===== src/rtl/hazard_pkg.sv =====
// Shared types and constants for the pipeline hazard controller and the
// multiply/divide busy tracker.
package hazard_pkg;

  typedef logic [1:0] tcycle_t;

  localparam tcycle_t    TUSE_NONE   = 2'd3;
  localparam logic [3:0] MULT_CYCLES = 4'd5;
  localparam logic [3:0] DIV_CYCLES  = 4'd10;

  typedef enum logic {
    MD_IDLE,
    MD_BUSY
  } md_state_t;

  function automatic logic [3:0] md_load(input logic is_div);
    return is_div ? DIV_CYCLES : MULT_CYCLES;
  endfunction

endpackage


===== src/rtl/hazard_ctrl_md_busy_counter.sv =====
// Occupancy tracker for the multiply/divide unit: a start loads the latency,
// which then counts down to idle. A start while busy reloads the count.
module md_busy_counter
  import hazard_pkg::*;
(
  input  logic clk,
  input  logic reset,
  input  logic start,
  input  logic is_div,
  output logic busy
);

  md_state_t  state;
  logic [3:0] cnt;

  always_ff @(posedge clk or posedge reset) begin
    if (reset) begin
      state <= MD_IDLE;
      cnt   <= 4'd0;
    end else if (start) begin
      state <= MD_BUSY;
      cnt   <= md_load(is_div);
    end else if (state == MD_BUSY) begin
      if (cnt <= 4'd1) begin
        cnt   <= 4'd0;
        state <= MD_IDLE;
      end else begin
        cnt <= cnt - 4'd1;
      end
    end
  end

  // A start counts as busy in its own cycle, before the count is loaded.
  assign busy = !reset && (start || (state == MD_BUSY));

endmodule


===== src/rtl/hazard_ctrl.sv =====
// Stall/flush control for the five-stage pipeline: Tuse/Tnew data hazards
// plus multiply/divide occupancy. Define STALL_PERF_EN to add stall_cnt.
module hazard_ctrl
  import hazard_pkg::*;
(
  input  logic        clk,
  input  logic        reset,
  input  logic [4:0]  D_rs_addr,
  input  logic [4:0]  D_rt_addr,
  input  tcycle_t     D_tuse_rs,
  input  tcycle_t     D_tuse_rt,
  input  logic [4:0]  E_wa,
  input  logic [4:0]  M_wa,
  input  tcycle_t     E_tnew,
  input  tcycle_t     M_tnew,
  input  logic        D_is_md,
  input  logic        E_md_start,
  input  logic        E_md_is_div,
  output logic        F_WE,
  output logic        D_WE,
  output logic        E_flush,
  output logic        M_WE,
  output logic        W_WE,
  output logic        md_busy
`ifdef STALL_PERF_EN
  ,
  output logic [31:0] stall_cnt
`endif
);

  function automatic logic src_hazard(input logic [4:0] addr, input tcycle_t tuse,
                                      input logic [4:0] e_wa, input tcycle_t e_tnew,
                                      input logic [4:0] m_wa, input tcycle_t m_tnew);
    return (addr != 5'd0) && (tuse != TUSE_NONE) &&
           (((addr == e_wa) && (tuse < e_tnew)) || ((addr == m_wa) && (tuse < m_tnew)));
  endfunction

  logic rs_hazard;
  logic rt_hazard;
  logic md_hazard;
  logic stall;

  md_busy_counter u_md_busy (
    .clk    (clk),
    .reset  (reset),
    .start  (E_md_start),
    .is_div (E_md_is_div),
    .busy   (md_busy)
  );

  assign rs_hazard = src_hazard(D_rs_addr, D_tuse_rs, E_wa, E_tnew, M_wa, M_tnew);
  assign rt_hazard = src_hazard(D_rt_addr, D_tuse_rt, E_wa, E_tnew, M_wa, M_tnew);
  assign md_hazard = D_is_md && md_busy;

  // Reset forces the pipeline to run freely with no bubbles.
  assign stall   = !reset && (rs_hazard || rt_hazard || md_hazard);
  assign F_WE    = !stall;
  assign D_WE    = !stall;
  assign E_flush = stall;
  assign M_WE    = 1'b1;
  assign W_WE    = 1'b1;

`ifdef STALL_PERF_EN
  always_ff @(posedge clk or posedge reset) begin
    if (reset) begin
      stall_cnt <= 32'd0;
    end else if (stall) begin
      stall_cnt <= stall_cnt + 32'd1;
    end
  end
`endif

endmodule


===== config.mk =====
export PLATFORM = sky130hd
export DESIGN_NAME = hazard_ctrl
export DESIGN_NICKNAME = d
export VERILOG_FILES = /design/src/rtl/hazard_pkg.sv /design/src/rtl/hazard_ctrl_md_busy_counter.sv /design/src/rtl/hazard_ctrl.sv
export SDC_FILE = /design/constraint.sdc
export NUM_CORES = 1
export LEC_CHECK = 0
export ABC_AREA = 0
export CAP_MARGIN = 10
export CORE_AREA = 10 10 53 55
export CTS_CLUSTER_SIZE = 24
export DETAILED_ROUTE_END_ITERATION = 16
export DIE_AREA = 0 0 63 65
export PLACE_DENSITY = 0.77
export SLEW_MARGIN = 20
export SYNTH_ARGS = -nofsm -noshare
export SYNTH_HDL_FRONTEND = slang
export SYNTH_SLANG_ARGS = --single-unit

===== constraint.sdc =====
create_clock -name clk -period 2.7 [get_ports clk]
set_input_delay 0.405 -clock clk [delete_from_list [all_inputs] [get_ports clk]]
set_output_delay 0.405 -clock clk [all_outputs]
set_load 0.05 [all_outputs]

# Yosys cells after proc, flatten, opt, wreduce, memory -nomap -nowiden
# Index checks and enable logic that the tools add are counted.
classes:
  add_sub_neg: 1
  magnitude_cmp: 5
  eq_ne: 6
  mux: 7
  n_reduce_logical: 21
op_table:
  columns: ["cell", "n"]
  rows:
  - ["$eq 5x5->1", 4]
  - ["$mux 4", 4]
  - ["$logic_and 1x1->1", 11]
  - ["$reduce_bool 5->1", 2]
  - ["$lt 2x2->1", 4]
  - ["$logic_or 1x1->1", 5]
  - ["$le 4x1->1 const B", 1]
  - ["$ne 2x2->1 const B", 2]
  - ["$sub 4x1->4 const B", 1]
  - ["$mux 1", 3]
  - ["$logic_not 1->1", 2]
  - ["$reduce_bool 2->1", 1]
totals:
  ff_bits: 5
  wordCells: 42

# Depth between registers and ports, before layout
logic_depth:
  word_depth: 8
  mapped_depth: 7

# Cells and area by module
# Synthesis repeated with hierarchy kept, for this count alone.
unflattened:
  hier_cells: 85
  area_unflattened_um2: 704.4
modules_own_cells:
  columns: ["module", "n_inst", "cells_per_inst", "area_each_um2"]
  rows:
  - ["hazard_ctrl", 1, 54, 407.9]
  - ["md_busy_counter", 1, 31, 296.5]

# Worst setup path after synthesis
# Ideal clock, no wire load.
synth_path:
  kind: "input to output"
  from: "input D_rt_addr[1]"
  to: "output F_WE"
  arrival_ns: 2.596
  slack_ns: -0.301
  cell_stages: 5
  path_buffers: 1
  cell_sequence: "or4_1 > o21ai_1 > a21oi_1 > nor3_1 > buf_4"
synth_between:
  elab_chain_cells: 8
  word_cells_on_any_way: 12
  classes_between: "eq/ne: 2; reduce/logical: 10"
synth_lines:
  columns: ["item", "line", "text"]
  rows:
  - ["from (decl)", "hazard_ctrl.sv:9", "input logic [4:0] D_rt_addr,"]
  - ["$eq 5x5->1", "hazard_ctrl.sv:35", "(((addr == e_wa) && (tuse < e_tnew)) || ((addr == m_wa) && (tuse < m_tnew)));"]
  - ["$logic_and 1x1->1", "hazard_ctrl.sv:35", null]
  - ["$logic_or 1x1->1", "hazard_ctrl.sv:35", null]
  - ["$logic_and 1x1->1 (*)", "hazard_ctrl.sv:34", "return (addr != 5'd0) && (tuse != TUSE_NONE) &&"]
  - ["$logic_or 1x1->1 (*) (2 in series)", "hazard_ctrl.sv:56", "assign stall = !reset && (rs_hazard || rt_hazard || md_hazard);"]
  - ["$logic_and 1x1->1 (*)", "hazard_ctrl.sv:56", null]
  - ["$logic_not 1->1 (*)", null, null]
  - ["to (decl)", "hazard_ctrl.sv:19", "output logic F_WE,"]
# Mark *: on every way between the ends. The rest lies on a longest branch, timed or not.

# Worst setup path in the final report
layout_path:
  from: "input D_rt_addr[1]"
  to: "output E_flush"
layout_between:
  elab_chain_cells: 7
  word_cells_on_any_way: 11
  classes_between: "eq/ne: 2; reduce/logical: 9"
layout_lines:
  columns: ["item", "line", "text"]
  rows:
  - ["$eq 5x5->1", "hazard_ctrl.sv:35", null]
  - ["$logic_and 1x1->1", "hazard_ctrl.sv:35", null]
  - ["$logic_or 1x1->1", "hazard_ctrl.sv:35", null]
  - ["$logic_and 1x1->1 (*)", "hazard_ctrl.sv:34", null]
  - ["$logic_or 1x1->1 (*) (2 in series)", "hazard_ctrl.sv:56", null]
  - ["$logic_and 1x1->1 (*)", "hazard_ctrl.sv:56", null]
  - ["to (decl)", "hazard_ctrl.sv:21", "output logic E_flush,"]
# Marked as above.

==> impl.org <==
** Timing
- Across the routed clock network, the largest skew measured is 0.00160 ns.
- The number of pins with negative max-slew slack in the final report is 0.
- Of the available clock period, the critical path in the final layout requires 0.963.
- Number of hold violations in the final report :: 0
- The worst path needs 2.60 ns of the cycle, external delays included.
- Once routing completed, OpenROAD measured the worst setup slack at 0.100 ns.
- Based on the critical path, the design can be clocked at up to 385 MHz.
- # setup viols final :: 0
- Summed over all failing endpoints, the final setup total negative slack is 0 ns.
- Setup repair after global routing left no endpoint under its margin.

** Global routing
- Wire length of the first global-routing pass :: 3530 um
- Number of global-route vias before repair :: 782
- The initial antenna violation count came to 0.
- Entering global routing, the biggest net connects 7 pins.
- For this run, the total global-route usage over all layers was measured as 0.104.
- Global routing finished with a remaining overflow of 0.

** Run
- Max-cap violations :: 0

** CTS
- TritonCTS buffer count :: 3
- The clock passes through at most 2 buffers.
- Post-cts gate resize count :: 0
- Root buf cell :: clkbuf_4
- Clock latency reported for the late side of the worst-skew pair :: 0.24 ns
- Number of H-tree branching levels :: 1
- Number of clock sinks seen by CTS :: 5
- Number of buffers added for setup after CTS :: 0
- Number of buffers added to fix hold violations after cts :: 0
- TritonCTS built the clock tree.
- Clock-pin slew was measured on the worst setup and hold paths at 0.04 ns.

** Setup path
- Endpoint type of the worst setup path :: primary output
- CP required :: 2.30 ns
- The worst setup path is of the input port to primary output kind.
- At the worst endpoint, the arrival time is 2.20 ns.
- In this run the register-to-register setup slack is 1.11 ns.
- In this run the critical register-to-register path is captured at u_md_busy.cnt[0].
- Peak fanout along the critical path :: 3
- Source of the worst register-to-register timing path :: u_md_busy.cnt[0]
- The number of cells on the worst reg-to-reg path is 7.
- Crit start category :: input port

** Synth
- Flop and latch count out of synthesis :: 5
- The netlist uses 23 different library cells.
- Sequential cell area fraction in the yosys report :: 0.184
- Counting flops with an async set or reset pin after synthesis yields a share of 1.00.
- Post-synthesis instance total :: 90
- In this run the mean area of a mapped cell was 7.55 um^2.
- The Yosys step of the flow raised 0 warnings.
- The cell area that synthesis handed to floorplanning was 679 um^2.
- Number of flops mapped to enable cells by yosys :: 0
- Primary flip-flop cell chosen by synthesis mapping :: dfrtp_1

** Cells and area
- Area growth from synthesis to final layout :: 63.2%
- In the final layout, the share of cells above drive strength 1 is 0.0698.
- Commonest cells after routing, fill and taps aside :: clkdlybuf4s50_1, xor2_1, a21oi_1, inv_1, nor2_1
- The library cell used most frequently in the layout, excluding fill and tap cells, is clkdlybuf4s50_1.
- For this run, the post-layout net count is 169.
- The repair_antennas step left the layout with diodes totalling 0.
- Post-layout utilization of the core :: 0.595

** Pwr
- Maximum resistive drop on vdd :: 0.276 mV
- Pwr per Cell Area :: 329 nW/um^2
- The analysis attributes to cell leakage a power of 0.474 nW.

** Floorplan
- Row generation in the floorplan step produced 16 rows.
- After floorplanning, the core was sized to cover 1860 um^2.
- For this design the top-level I/O count stands at 39.
- The initial utilization of the core area, before any placement, comes to 0.365.
- Die height :: 65 um
- Die ar. :: 4100 um^2
- Measured along the x axis, the die boundary spans 63 um.

** Place
- Port buffering added 36 buffers.
- Timing analysis after detailed placement gives a worst setup slack of 0.119 ns.
- DP Wirelength :: 1890 um
- At the end of routability-driven placement, the weighted congestion stood at 0.862.

** Routing
- In the final routed layout, each cell accounts on average for 14.0 um.
- DRC violation count after routing :: 0
- Once detail routing completed, the nets flagged for antenna violations numbered 0.
- Detailed routing inserted a total of 761 vias.
- Initial DRC Count :: 12
- Total wire length after detailed routing :: 2190 um
- Per-cell via count in the routed design :: 4.88
- Detailed Routing Iterations Pass 1 :: 4

** Outcome
- Result of the run :: finished clean

** Hold path
- The tightest min-delay check is of the input port to asynchronous set/reset pin type.
[per-layer routing]
metal | up-vias | GRT usage | routed length [um]
met5 | - | 0 | 0
met4 | 0 | 0.0335 | 0
met3 | 0 | 0.0155 | 72
met2 | 26 | 0.192 | 1110
met1 | 344 | 0.120 | 1010
li1 | 391 | - | -
[how the worst max path moves through the flow]
stage / from / endpoint / cells past startpoint
global placement: D_rt_addr[1] / E_flush / 6
finish: D_rt_addr[1] / E_flush / 6
detailed placement: D_rt_addr[1] / E_flush / 6
global route: D_rs_addr[1] / E_flush / 6
CTS: D_rt_addr[1] / E_flush / 6
floorplan: D_rt_addr[1] / F_WE / 5
[state kept, by name, summed over array words and instances, names as in the netlist]
| register | flops |
|---|---|
| u_md_busy.cnt | 4 |
| u_md_busy.state | 1 |
[worst max-delay path, cell delays in order]
cell	delay, ns
clkdlybuf4s50_1	0.47
or4_1	0.55
o21ai_1	0.14
a21oi_1	0.08
or3_1	0.35
buf_4	0.20
[per-stage QoR]
step	total power, W	hold slack [ns]	instances	area (um^2)
5_1_grt	0.000395	0.543	156	1110
2_1_floorplan	0.000193	0.189	91	688
3_3_place_gp	0.000278	0.607	152	1080
4_1_cts	0.000369	0.482	156	1110
6_report	0.000365	0.490	156	1110
3_5_place_dp	0.000281	0.617	152	1080
[synth_stat cells (2+ instances only)]
| cell type | n | area (um^2) |
|---|---|---|
| xnor2_1 | 4 | 35.0 |
| buf_4 | 3 | 22.5 |
| nor4_1 | 5 | 31.3 |
| dfrtp_1 | 5 | 125 |
| inv_1 | 8 | 30.0 |
| nand3_1 | 3 | 15.0 |
| ha_1 | 6 | 75.1 |
| xor2_1 | 16 | 140 |
| o21ai_0 | 6 | 30.0 |
| or4_1 | 2 | 15.0 |
| nand4_1 | 2 | 12.5 |
| a21oi_1 | 9 | 45.0 |
| nor2_1 | 8 | 30.0 |
| nand2_1 | 4 | 15.0 |
[power by group]
group	total [W]	switching (W)	internal, W	leakage, nW
clock	0.0000835	0.0000278	0.0000557	0.0150
sequential	0.0000959	0.00000988	0.0000860	0.0546
combinational	0.000185	0.0000919	0.0000936	0.405
total	0.000365	0.000130	0.000235	0.474
[logic make-up after synthesis]
group,after synthesis,share of synthesized area
xor gates and xnor gates,20,0.258
buffers and inverters,11,0.0773
and+or+nand+nor,28,0.212
other,1,0.00552
DFF,5,0.184
AOI/OAI and AO/OA,19,0.153
adders and majority gates,6,0.110
[layout make-up]
class,instances,area [um^2]
Fill cell,171,753
Inverter,8,30.0
Multi-Input combinational cell,75,510
Timing Repair Buffer,37,383
Tap cell,27,33.8
Clock buffer,4,26.3
Sequential cell,5,125
(Power assumes the default switching activity.)
==> patch: new RTL, same flow settings <==
Register the input `E_wa` before use. The logic sees it one clock later. The other inputs are not delayed to match.
--- a/src/rtl/hazard_ctrl.sv
+++ b/src/rtl/hazard_ctrl.sv
@@ -28,6 +28,12 @@
 `endif
 );
 
+  logic [4:0] E_wa_q;
+
+  always_ff @(posedge clk) begin
+      E_wa_q <= E_wa;
+  end
+
   function automatic logic src_hazard(input logic [4:0] addr, input tcycle_t tuse,
                                       input logic [4:0] e_wa, input tcycle_t e_tnew,
                                       input logic [4:0] m_wa, input tcycle_t m_tnew);
@@ -48,8 +54,8 @@
     .busy   (md_busy)
   );
 
-  assign rs_hazard = src_hazard(D_rs_addr, D_tuse_rs, E_wa, E_tnew, M_wa, M_tnew);
-  assign rt_hazard = src_hazard(D_rt_addr, D_tuse_rt, E_wa, E_tnew, M_wa, M_tnew);
+  assign rs_hazard = src_hazard(D_rs_addr, D_tuse_rs, E_wa_q, E_tnew, M_wa, M_tnew);
+  assign rt_hazard = src_hazard(D_rt_addr, D_tuse_rt, E_wa_q, E_tnew, M_wa, M_tnew);
   assign md_hazard = D_is_md && md_busy;
 
   // Reset forces the pipeline to run freely with no bubbles.
Behaviour: not the same (Yosys sat finds a counterexample within 4 cycles, from zero or initial values and one cycle with reset high).
==> patch against the original RTL <==
Setup slack better by 0.039 ns. Sequential cell count up 5. Power up 29%. Final area up 13%. Highest routed layer unchanged. Combinational power up 3%. Largest power group unchanged. Largest cell class unchanged. Core utilization up 7.9 points. Area after synthesis up 16%. Non-clock buffer count up 5. Register-to-register slack better by 0.08 ns. Die area unchanged. Via count up 9.1%. Routed wire length up 15%.
==> patch: results (changes against the original RTL) <==
| Metric | Value |
|---|---|
| Detailed-route via count | `830 (+9.1%)` |
| Metal2 WL | `1250 µm (+13%)` |
| Vias in the first global route | `864 (+10%)` |
| Drt first pass iters | `4 (unchanged)` |
| Placed cell count | `160 (+5.3%)` |
| Status | `finished clean` |
| Wire length on met3 | `130 µm (+81%)` |
| Lkg Pwr | `0.000544 µW (+15%)` |
| Clock transition at path regs | `0.07 ns (+0.03 ns)` |
| Clk buf depth | `2 (unchanged)` |
| Layout Nets | `177 (+4.7%)` |
| DRT Wirelength | `2510 µm (+15%)` |
| Critical Path AT | `2.16 ns (-0.04 ns)` |
| Top Layer Used | `met3` |
| Synth cell types | `26 (+13%)` |
| Worst Setup SP | `D_tuse_rs[1]` |
| R2R setup slack | `1.19 ns (+0.08 ns)` |
| Top post-synthesis cells by count | `16 x xor2_1, 9 x a21oi_1, 9 x inv_1` |
| Peak supply drop | `0.327 mV (+18%)` |
| Async S/R FF share, synth | `50.0% (-50 points)` |
| Tot GR Track Use | `11.9% (+1.5 points)` |
| Warnings from Yosys | `0 (unchanged)` |
| Global Route met2 Usage | `21.2% (+2.0 points)` |
| Sw frac | `32.2% (-3.3 points)` |
| GRT met3 Usage | `2.23% (+0.69 points)` |
| Worst path slowest cell | `clkdlybuf4s50_1` |
| Crit Path Max Fanout | `3 (unchanged)` |
| Ys flop type | `dfxtp_1` |
| Fin Hold WS | `0.489 ns (-0.000961 ns)` |
| Initial antenna violation count | `0 (unchanged)` |
| First-pass GRT wire length | `4040 µm (+14%)` |
| Final HPWL DP | `2250 µm (+19%)` |
| Top delay family on crit path | `buffers and inverters` |
| FF-to-FF path depth | `7 (unchanged)` |
| Post-Route M1 WL | `1130 µm (+13%)` |
| WL/cell | `15.3 µm (+9.2%)` |
| Worst hold path class | `in -> async` |
| Pre-CTS WS | `0.0716 ns (-0.0473 ns)` |
| GR met1 Demand/Resource | `14.3% (+2.3 points)` |
| Placed cell areas | `1220 µm² (+13%)` |
| Logic gate share of total power | `40.5% (-10 points)` |
| Worst Skew | `0.00931 ns (+0.00771 ns)` |
| P_clk | `103 µW (+23%)` |
| Dominant cells by area after synthesis | `xor2_1 18%, dfrtp_1 16%, dfxtp_1 13%` |
| Antenna Cells | `0 (unchanged)` |
| Design Power | `470 µW (+29%)` |
| RePlAce Congestion | `0.884 (+2.6%)` |
| Starting DRT DRC Count | `23 (+11)` |
| Largest registers | `E_wa_q (5), u_md_busy.cnt (4), u_md_busy.state (1)` |
| Max incr delay on CP | `0.47 ns (-0.08 ns)` |
| Layout cell share with drive strength beyond 1 | `11.7% (+4.7 points)` |
| Average size of a mapped cell | `8.36 µm² (+11%)` |
| Worst-Skew Late Latency | `0.26 ns (+0.02 ns)` |
| End of the worst register-to-register path | `u_md_busy.cnt[0]` |
| Number of buffers created by CTS | `3 (unchanged)` |
| Sequential fraction of the synthesis area | `28.7% (+10 points)` |
| Largest net degree at the start of global routing | `9 (+2)` |
==> patch: cell families after synthesis <==
logic type	share of synthesized area, %
AOI/OAI and AO/OA	13.9
buffers and inverters	7.64
and+or+nand+nor	17.5
adders and majority gates	9.55
DFF	28.7
xor gates and xnor gates	22.3
other	0.477
==> patch: how the worst max path moves through the flow <==
stage                          to  slack, ns  cells past startpoint
final                     E_flush       0.14                      7
after global routing      E_flush    -0.0006                      8
after CTS                 E_flush       0.07                      7
after detailed placement  E_flush       0.07                      7
after global placement    E_flush       0.08                      8
after floorplan              F_WE       0.10                      6
==> patch: cell type report <==
type                            instances  area, µm²
Timing Repair Buffer                   42        420
Tap cell                               27       33.8
Inverter                                9       33.8
Sequential cell                        10        225
Multi-Input combinational cell         72        515
Fill cell                             171        607
Clock buffer                            4       26.3
==> patch: timing repair <==
item	CTS	global route
setup endpoints to repair	0	1
buffers inserted	0	0
gates resized for setup	0	1
